===== src/rtl/rop_frag_scheduler_pkg.sv =====
// ============================================================================
// Module      : rop_frag_scheduler_pkg
// Description : Shared types for the ROP fragment scheduler. Holds the
//               warp-wide request record (per-lane arrays plus thread mask),
//               the single-fragment record sent to the ROP pipeline, the
//               scheduler state encoding and a lowest-set-lane helper.
//               Lane count follows `NUM_THREADS (4 when not defined).
// Revision    : 1.0 - initial release
// ============================================================================
`default_nettype none

`ifndef NUM_THREADS
`define NUM_THREADS 4
`endif

package rop_frag_scheduler_pkg;

    localparam int NUM_LANES          = `NUM_THREADS;
    localparam int LANE_BITS          = (NUM_LANES > 1) ? $clog2(NUM_LANES) : 1;
    localparam int POS_BITS           = 12;
    localparam int DEPTH_BITS         = 24;
    localparam int ROP_SCHED_INFLIGHT = 8;
    localparam int ROP_SCHED_TAG_BITS = $clog2(ROP_SCHED_INFLIGHT);

    typedef struct packed {
        logic [NUM_LANES-1:0]                 tmask;
        logic [NUM_LANES-1:0][POS_BITS-1:0]   pos_x;
        logic [NUM_LANES-1:0][POS_BITS-1:0]   pos_y;
        logic [NUM_LANES-1:0][31:0]           color;
        logic [NUM_LANES-1:0][DEPTH_BITS-1:0] depth;
        logic [NUM_LANES-1:0]                 backface;
    } rop_req_t;

    typedef struct packed {
        logic [POS_BITS-1:0]   pos_x;
        logic [POS_BITS-1:0]   pos_y;
        logic [31:0]           color;
        logic [DEPTH_BITS-1:0] depth;
        logic                  backface;
    } rop_frag_t;

    typedef enum logic [0:0] {
        ST_IDLE  = 1'b0,
        ST_ISSUE = 1'b1
    } sched_state_e;

    // Index of the lowest set bit; 0 when the mask is empty.
    function automatic logic [LANE_BITS-1:0] lowest_lane(input logic [NUM_LANES-1:0] mask);
        lowest_lane = '0;
        for (int i = NUM_LANES - 1; i >= 0; i--) begin
            if (mask[i]) lowest_lane = LANE_BITS'(i);
        end
    endfunction

endpackage

`default_nettype wire


===== src/rtl/rop_frag_scheduler_inflight.sv =====
// ============================================================================
// Module      : rop_inflight_table
// Description : In-flight fragment table. Each entry holds a valid bit and the
//               pixel position of a fragment owned by the ROP. Provides a
//               position CAM (hazard), full flag, lowest-free index for
//               allocation, and free-by-tag.
// Ports       : i_query_x/y  position to check against valid entries
//               i_alloc/_tag set entry valid and store query position
//               i_free/_tag  clear entry valid
//               o_hazard     some valid entry matches query position
//               o_full       every entry valid
//               o_free_tag   lowest invalid entry
//               o_any_valid  at least one entry valid
// Revision    : 1.0 - initial release
// ============================================================================
`default_nettype none

module rop_inflight_table
    import rop_frag_scheduler_pkg::*;
#(
    parameter int INFLIGHT = ROP_SCHED_INFLIGHT,
    parameter int TAG_BITS = $clog2(INFLIGHT)
) (
    input  logic                clk,
    input  logic                reset,
    input  logic [POS_BITS-1:0] i_query_x,
    input  logic [POS_BITS-1:0] i_query_y,
    input  logic                i_alloc,
    input  logic [TAG_BITS-1:0] i_alloc_tag,
    input  logic                i_free,
    input  logic [TAG_BITS-1:0] i_free_tag,
    output logic                o_hazard,
    output logic                o_full,
    output logic                o_any_valid,
    output logic [TAG_BITS-1:0] o_free_tag
);

    logic [INFLIGHT-1:0] r_valid;
    logic [POS_BITS-1:0] r_pos_x [INFLIGHT];
    logic [POS_BITS-1:0] r_pos_y [INFLIGHT];
    logic [INFLIGHT-1:0] w_match;

    for (genvar i = 0; i < INFLIGHT; i++) begin : g_entry
        assign w_match[i] = r_valid[i] && (r_pos_x[i] == i_query_x) && (r_pos_y[i] == i_query_y);
    end

    assign o_hazard    = |w_match;
    assign o_full      = &r_valid;
    assign o_any_valid = |r_valid;

    always_comb begin
        o_free_tag = '0;
        for (int i = INFLIGHT - 1; i >= 0; i--) begin
            if (!r_valid[i]) o_free_tag = TAG_BITS'(i);
        end
    end

    // Allocation is written after the free so an allocation always lands;
    // the allocating tag comes from the pre-edge free set, so it never
    // collides with a legitimate same-cycle free.
    always_ff @(posedge clk or posedge reset) begin
        if (reset) begin
            r_valid <= '0;
        end else begin
            if (i_free)  r_valid[i_free_tag]  <= 1'b0;
            if (i_alloc) r_valid[i_alloc_tag] <= 1'b1;
        end
    end

    // Position payload is qualified by r_valid and needs no reset.
    always_ff @(posedge clk) begin
        if (i_alloc) begin
            r_pos_x[i_alloc_tag] <= i_query_x;
            r_pos_y[i_alloc_tag] <= i_query_y;
        end
    end

    a_free_valid_entry: assert property (@(posedge clk) disable iff (reset)
        i_free |-> r_valid[i_free_tag]);

endmodule

`default_nettype wire


===== src/rtl/rop_frag_scheduler.sv =====
// ============================================================================
// Module      : rop_frag_scheduler
// Description : Round-robins NUM_REQS warp-wide ROP requests, serializes the
//               active lanes into one fragment per cycle and blocks any
//               fragment whose pixel is already in flight. Issued fragments
//               carry an in-flight tag that the ROP returns on completion.
// Ports       : req_valid/ready/data  per-port request handshake
//               frag_valid/ready      fragment handshake to the ROP
//               frag_data/frag_tag    fragment payload and in-flight tag
//               done_valid/done_tag   completion from the ROP, frees a tag
//               busy                  request being issued or entry in flight
// Config      : ROP_SCHED_PERF_EN adds perf_frags, perf_hazard_stalls and
//               perf_full_stalls 32-bit counters.
// Revision    : 1.0 - initial release
// ============================================================================
`default_nettype none

module rop_frag_scheduler
    import rop_frag_scheduler_pkg::*;
#(
    parameter int NUM_REQS = 4,
    parameter int INFLIGHT = ROP_SCHED_INFLIGHT,
    parameter int TAG_BITS = $clog2(INFLIGHT)
) (
    input  logic                          clk,
    input  logic                          reset,
    input  logic [NUM_REQS-1:0]           req_valid,
    output logic [NUM_REQS-1:0]           req_ready,
    input  rop_req_t [NUM_REQS-1:0]       req_data,
    output logic                          frag_valid,
    input  logic                          frag_ready,
    output rop_frag_t                     frag_data,
    output logic [TAG_BITS-1:0]           frag_tag,
    input  logic                          done_valid,
    input  logic [TAG_BITS-1:0]           done_tag,
    output logic                          busy
`ifdef ROP_SCHED_PERF_EN
    ,
    output logic [31:0]                   perf_frags,
    output logic [31:0]                   perf_hazard_stalls,
    output logic [31:0]                   perf_full_stalls
`endif
);

    localparam int PTR_BITS = (NUM_REQS > 1) ? $clog2(NUM_REQS) : 1;

    sched_state_e           r_state;
    logic [PTR_BITS-1:0]    r_rr_ptr;
    rop_req_t               r_hold;        // r_hold.tmask is the remaining-lane mask
    logic                   r_tag_locked;
    logic [TAG_BITS-1:0]    r_tag_lock;

    logic                   w_grant_found;
    logic [PTR_BITS-1:0]    w_grant_idx;
    logic [PTR_BITS-1:0]    w_next_ptr;
    logic                   w_accept;
    logic [LANE_BITS-1:0]   w_lane;
    logic [NUM_LANES-1:0]   w_mask_next;
    logic                   w_hazard;
    logic                   w_full;
    logic                   w_any_valid;
    logic [TAG_BITS-1:0]    w_free_tag;
    logic                   w_fire;

    // Round-robin pick starting at r_rr_ptr.
    always_comb begin : p_rr
        int v_sum;
        w_grant_found = 1'b0;
        w_grant_idx   = '0;
        v_sum         = 0;
        for (int k = 0; k < NUM_REQS; k++) begin
            v_sum = int'(r_rr_ptr) + k;
            if (v_sum >= NUM_REQS) v_sum = v_sum - NUM_REQS;
            if (!w_grant_found && req_valid[PTR_BITS'(v_sum)]) begin
                w_grant_found = 1'b1;
                w_grant_idx   = PTR_BITS'(v_sum);
            end
        end
    end

    assign w_next_ptr = (w_grant_idx == PTR_BITS'(NUM_REQS - 1)) ? '0 : w_grant_idx + PTR_BITS'(1);

    // Gated by reset so req_ready reads 0 while reset is held.
    assign w_accept = (r_state == ST_IDLE) && w_grant_found && !reset;

    always_comb begin
        req_ready = '0;
        if (w_accept) req_ready[w_grant_idx] = 1'b1;
    end

    assign w_lane      = lowest_lane(r_hold.tmask);
    assign w_mask_next = r_hold.tmask & ~(NUM_LANES'(1) << w_lane);

    assign frag_data.pos_x    = r_hold.pos_x[w_lane];
    assign frag_data.pos_y    = r_hold.pos_y[w_lane];
    assign frag_data.color    = r_hold.color[w_lane];
    assign frag_data.depth    = r_hold.depth[w_lane];
    assign frag_data.backface = r_hold.backface[w_lane];

    assign frag_valid = (r_state == ST_ISSUE) && !w_hazard && !w_full;
    assign w_fire     = frag_valid && frag_ready;

    // Once offered, the tag is frozen so a done freeing a lower entry
    // cannot change frag_tag underneath a stalled handshake.
    assign frag_tag = r_tag_locked ? r_tag_lock : w_free_tag;

    assign busy = (r_state != ST_IDLE) || w_any_valid;

    always_ff @(posedge clk or posedge reset) begin
        if (reset) begin
            r_state      <= ST_IDLE;
            r_rr_ptr     <= '0;
            r_hold       <= '0;
            r_tag_locked <= 1'b0;
            r_tag_lock   <= '0;
        end else begin
            case (r_state)
                ST_IDLE: begin
                    if (w_accept) begin
                        r_rr_ptr <= w_next_ptr;
                        r_hold   <= req_data[w_grant_idx];
                        if (|req_data[w_grant_idx].tmask) r_state <= ST_ISSUE;
                    end
                end
                ST_ISSUE: begin
                    if (w_fire) begin
                        r_hold.tmask <= w_mask_next;
                        r_tag_locked <= 1'b0;
                        if (w_mask_next == '0) r_state <= ST_IDLE;
                    end else if (frag_valid) begin
                        r_tag_locked <= 1'b1;
                        r_tag_lock   <= frag_tag;
                    end
                end
                default: r_state <= ST_IDLE;
            endcase
        end
    end

    rop_inflight_table #(
        .INFLIGHT   (INFLIGHT),
        .TAG_BITS   (TAG_BITS)
    ) u_table (
        .clk        (clk),
        .reset      (reset),
        .i_query_x  (frag_data.pos_x),
        .i_query_y  (frag_data.pos_y),
        .i_alloc    (w_fire),
        .i_alloc_tag(frag_tag),
        .i_free     (done_valid),
        .i_free_tag (done_tag),
        .o_hazard   (w_hazard),
        .o_full     (w_full),
        .o_any_valid(w_any_valid),
        .o_free_tag (w_free_tag)
    );

`ifdef ROP_SCHED_PERF_EN
    always_ff @(posedge clk or posedge reset) begin
        if (reset) begin
            perf_frags         <= '0;
            perf_hazard_stalls <= '0;
            perf_full_stalls   <= '0;
        end else begin
            if (w_fire) perf_frags <= perf_frags + 32'd1;
            if (r_state == ST_ISSUE && w_hazard) perf_hazard_stalls <= perf_hazard_stalls + 32'd1;
            if (r_state == ST_ISSUE && !w_hazard && w_full) perf_full_stalls <= perf_full_stalls + 32'd1;
        end
    end
`endif

endmodule

`default_nettype wire


===== config.mk =====
export PLATFORM = sky130hd
export DESIGN_NAME = rop_frag_scheduler
export DESIGN_NICKNAME = d
export VERILOG_FILES = /design/src/rtl/rop_frag_scheduler_pkg.sv /design/src/rtl/rop_frag_scheduler_inflight.sv /design/src/rtl/rop_frag_scheduler.sv
export SDC_FILE = /design/constraint.sdc
export NUM_CORES = 2
export LEC_CHECK = 0
export CAP_MARGIN = 20
export CORE_AREA = 2 2 554 556
export CTS_CLUSTER_SIZE = 12
export DETAILED_ROUTE_END_ITERATION = 10
export DIE_AREA = 0 0 556 558
export DONT_BUFFER_PORTS = 1
export MAX_ROUTING_LAYER = met4
export SLEW_MARGIN = 20
export SYNTH_ARGS = -nofsm -noshare
export SYNTH_HDL_FRONTEND = slang
export SYNTH_SLANG_ARGS = --single-unit

===== constraint.sdc =====
create_clock -name clk -period 14.6 [get_ports clk]
set_clock_uncertainty 0.2 [all_clocks]
set_input_delay 2.19 -clock clk [delete_from_list [all_inputs] [get_ports clk]]
set_output_delay 2.19 -clock clk [all_outputs]
set_load 0.01 [all_outputs]

==> summary.txt <==
Min path
  – Hold EP: r_hold[307]
  – Worst hold stages: 2
  – Hold WC Path Type: reg2reg
  – Hold path start: r_hold[307]

Logic synthesis
  – Yosys reg bits: ~540
  – Synthesized Nets: 6,067
  – Gate Count Post-Synth: 4,740
  – Main synth FF type: dfrtp_1
  – Yosys cell types: 67
  – Avg Cell Area, Syn: 7.227 um^2
  – Synth top area cells: dfrtp_1, nand2_1, edfxtp_1
  – Share of the synthesized area in the top cell type: 25.06%
  – Async S/R FF share, synth: 64.11%
  – Post-synth EDFFs: 192
  – Synth Warn #: 0
  – Synth Cell Area: 0.03426 mm^2
  – Sequential area share after synthesis: between 40% and 50%
  – Cell taking the most area after synthesis: dfrtp_1

Setup path
  – Critical path data required time: 12,210 ps
  – Worst Setup Start Kind: flip-flop
  – Worst R2R End: u_table.r_pos_x[6][10]
  – Reg-to-reg startpoint: r_hold[325]
  – Worst Setup Path Type: reg2out
  – Worst Path Arrival: between 5000 and 6000 ps
  – R2r setup slk: 8930 ps
  – Max Fanout on Critical Path: 33
  – R2R depth: 11
  – Critical Path End Type: output port
  – CP max stage delay: 1000 ps
  – Worst Setup SP: r_hold[325]
  – CP Cell Sequence: nand2b_4, o221ai_1, or2_1, xor2_2, nand4_1, or4_4, o41ai_4, nor3_1
  – CP max stage cell: o221ai_1

Place
  – Placement Setup Slack: 7690 ps
  – Port bufs: 0
  – Gpl congestion: approximately 1.0
  – Placed Instance Area: between 0.03 and 0.04 mm^2
  – Placed Cells: 8,418
  – Hpwl dp: 248.5 mm

Floorplanning
  – Starting Density: 11.25%
  – Die area: 0.3102 mm^2
  – Core Region: 0.3045 mm^2
  – Die span in x: 556 um
  – Io pins: 1,413
  – DIE HEIGHT: 558 um
  – Core Rows: 203

Outcome
  – Status: finished clean

Global route
  – Total global routing overflow: 0
  – Vias in the first global route: roughly 33,000
  – Largest net degree at the start of global routing: ~130
  – Antenna violations before repair: between 200 and 300
  – Gr usage total: 18.76%
  – First-pass GRT wire length: approximately 370 mm

Layout
  – Area growth syn-to-layout: 20.72%
  – Layout cell share with drive strength beyond 1: 6.160%
  – Final Cell Area: 0.04135 mm^2
  – Fill cell count: around 35,000
  – Final nets: 5,831
  – Fin cells: 8,704

Detailed routing
  – DR vias/cell: between 4 and 5
  – DR vias: 36,190
  – ANT nets after route: 0
  – 1st-pass router iterations: 6
  – Final wirelength: 296.6 mm
  – Post-route DRC: 0
  – WL/cell: 34.07 um
  – DR iter-0 viols: 3,737

STA
  – Period Utilization, post-route: 53.17%
  – PnR worst setup slack: between 6000 and 7000 ps
  – Final setup violation count: 0
  – Fin. Hold Viols: 0
  – Max Freq: 128.8 MHz
  – Tmin final: 7763 ps
  – RSZ-0062 raised after global routing: no
  – Tightest Pin Transition: 1213 ps
  – Pins Over Slew Limit: 0
  – Setup Total Neg Slack: 0 ps
  – Fin Hold WS: 271.1 ps
  – Slew margin rel.: 19.13%

CTS
  – Num CTS Buffers: between 70 and 80
  – H-tree depth: 3
  – Post-CTS setup buffer count: 0
  – CTS root buf: clkbuf_16
  – Hold buffers post-CTS: 0
  – Clock Tree Buf Depth: 4
  – Clock sinks: 535
  – Post-CTS Resized: 0
  – Clk_lat worst skew: ~790 ps
  – Clock Pin Slew Worst Setup and Hold Paths: 60 ps
  – CTS tree: done

Pwr
  – Pwr dens: around 260 mW/mm^2
  – Worst vdd ir: 0.1440 mV
  – Leak Pwr: 0.01654 uW

Job
  – Max_cap viols: 0
[power by group]
group | internal (uW) | switching, uW
sequential | 2320 | 518
combinational | 1520 | 4520
clock | 1180 | 834
total | 5020 | 5870
[layout make-up]
cell class | instances | area (um^2) | area share [%]
clock buffer | 100 | 2105 | 5.089
clock inverter | 38 | 495.5 | 1.198
inverter | 29 | 131.4 | 0.3177
multi-input combinational | 3789 | 18280 | 44.21
antenna | 145 | 362.8 | 0.8774
sequential | 535 | 14360 | 34.71
timing repair buffer | 71 | 620.6 | 1.501
tap | 3997 | 5001 | 12.09
[cell families after synthesis]
family | synth area share (%)
compound gates | 10.61
xor+xnor | 2.192
fa+ha+maj | 0.1461
buf+inv | 5.015
flops | 41.89
mux | 1.793
simple gates | 38.36
[routing by layer]
layer  GRT usage (%)  part of all wire [%]
met1           21.35                    40
met2           29.37                    46
met3           7.023                   9.7
met4           8.024                   4.6
met5               -                     0
[cells in the final DEF (no fill, tap or decap), types with 9 or more instances in the layout]
cell type / count
a21oi_1: 13
a21oi_2: 12
a22oi_1: 57
buf_4: 64
bufinv_16: 9
clkbuf_1: 15
clkbuf_16: 78
clkinv_2: 13
dfrtp_1: 340
diode_2: 145
edfxtp_1: 192
inv_1: 24
mux2i_1: 56
nand2_1: 1984
nand2b_1: 25
nand3_1: 664
nand4_1: 67
nor2_1: 14
nor3_1: 17
nor4_1: 20
o21ai_0: 496
o221ai_1: 16
or2_1: 12
or3_1: 104
or3b_1: 13
or4_1: 24
xnor2_1: 48
xor2_1: 21
[worst max-delay path: cells and delay by family (launching register included)]
family	cells	cell delay [ps]
XOR/XNOR	1	150
AO/OA/AOI/OAI	2	1530
flip-flops	1	940
AND/OR/NAND/NOR	5	1930
[cells in the mapped netlist (all sizes together), types with 24 or more instances]
| cell | n |
|---|---|
| a21oi | 28 |
| a22oi | 58 |
| buf | 59 |
| clkbuf | 328 |
| dfrtp | 343 |
| edfxtp | 192 |
| inv | 27 |
| mux2i | 58 |
| nand2 | 1984 |
| nand2b | 26 |
| nand3 | 665 |
| nand4 | 67 |
| o21ai | 505 |
| o221ai | 24 |
| or3 | 109 |
| or3b | 24 |
| or4 | 26 |
| xnor2 | 49 |
| xor2 | 29 |
[sequential cells by signal, summed over array words and instances, names as in the netlist]
| name | flops |
|---|---|
| u_table.r_pos_x | 96 |
| r_hold | 328 |
| u_table.r_pos_y | 96 |
| r_tag_lock | 3 |
| r_rr_ptr | 2 |
| u_table.r_valid | 8 |
| r_state | 1 |
| r_tag_locked | 1 |
[worst max-delay path by stage]
stage / slack (ps) / end / cells past startpoint
CTS: 6810 / frag_valid / 9
global placement: 7290 / frag_data[51] / 5
finish: 6840 / frag_valid / 8
floorplan: 520 / req_ready[0] / 6
detailed placement: 7690 / frag_valid / 9
global route: 6750 / frag_valid / 8
[metrics by stage]
step | utilization, % | total power [uW]
after floorplan | - | 6186
after global routing | 13.56 | 11520
final | 13.58 | 10900
after CTS | 13.44 | 10990
after global placement | 12.58 | 8864
after detailed placement | 12.59 | 8934
Note: power is estimated with default switching activity, not from simulation.
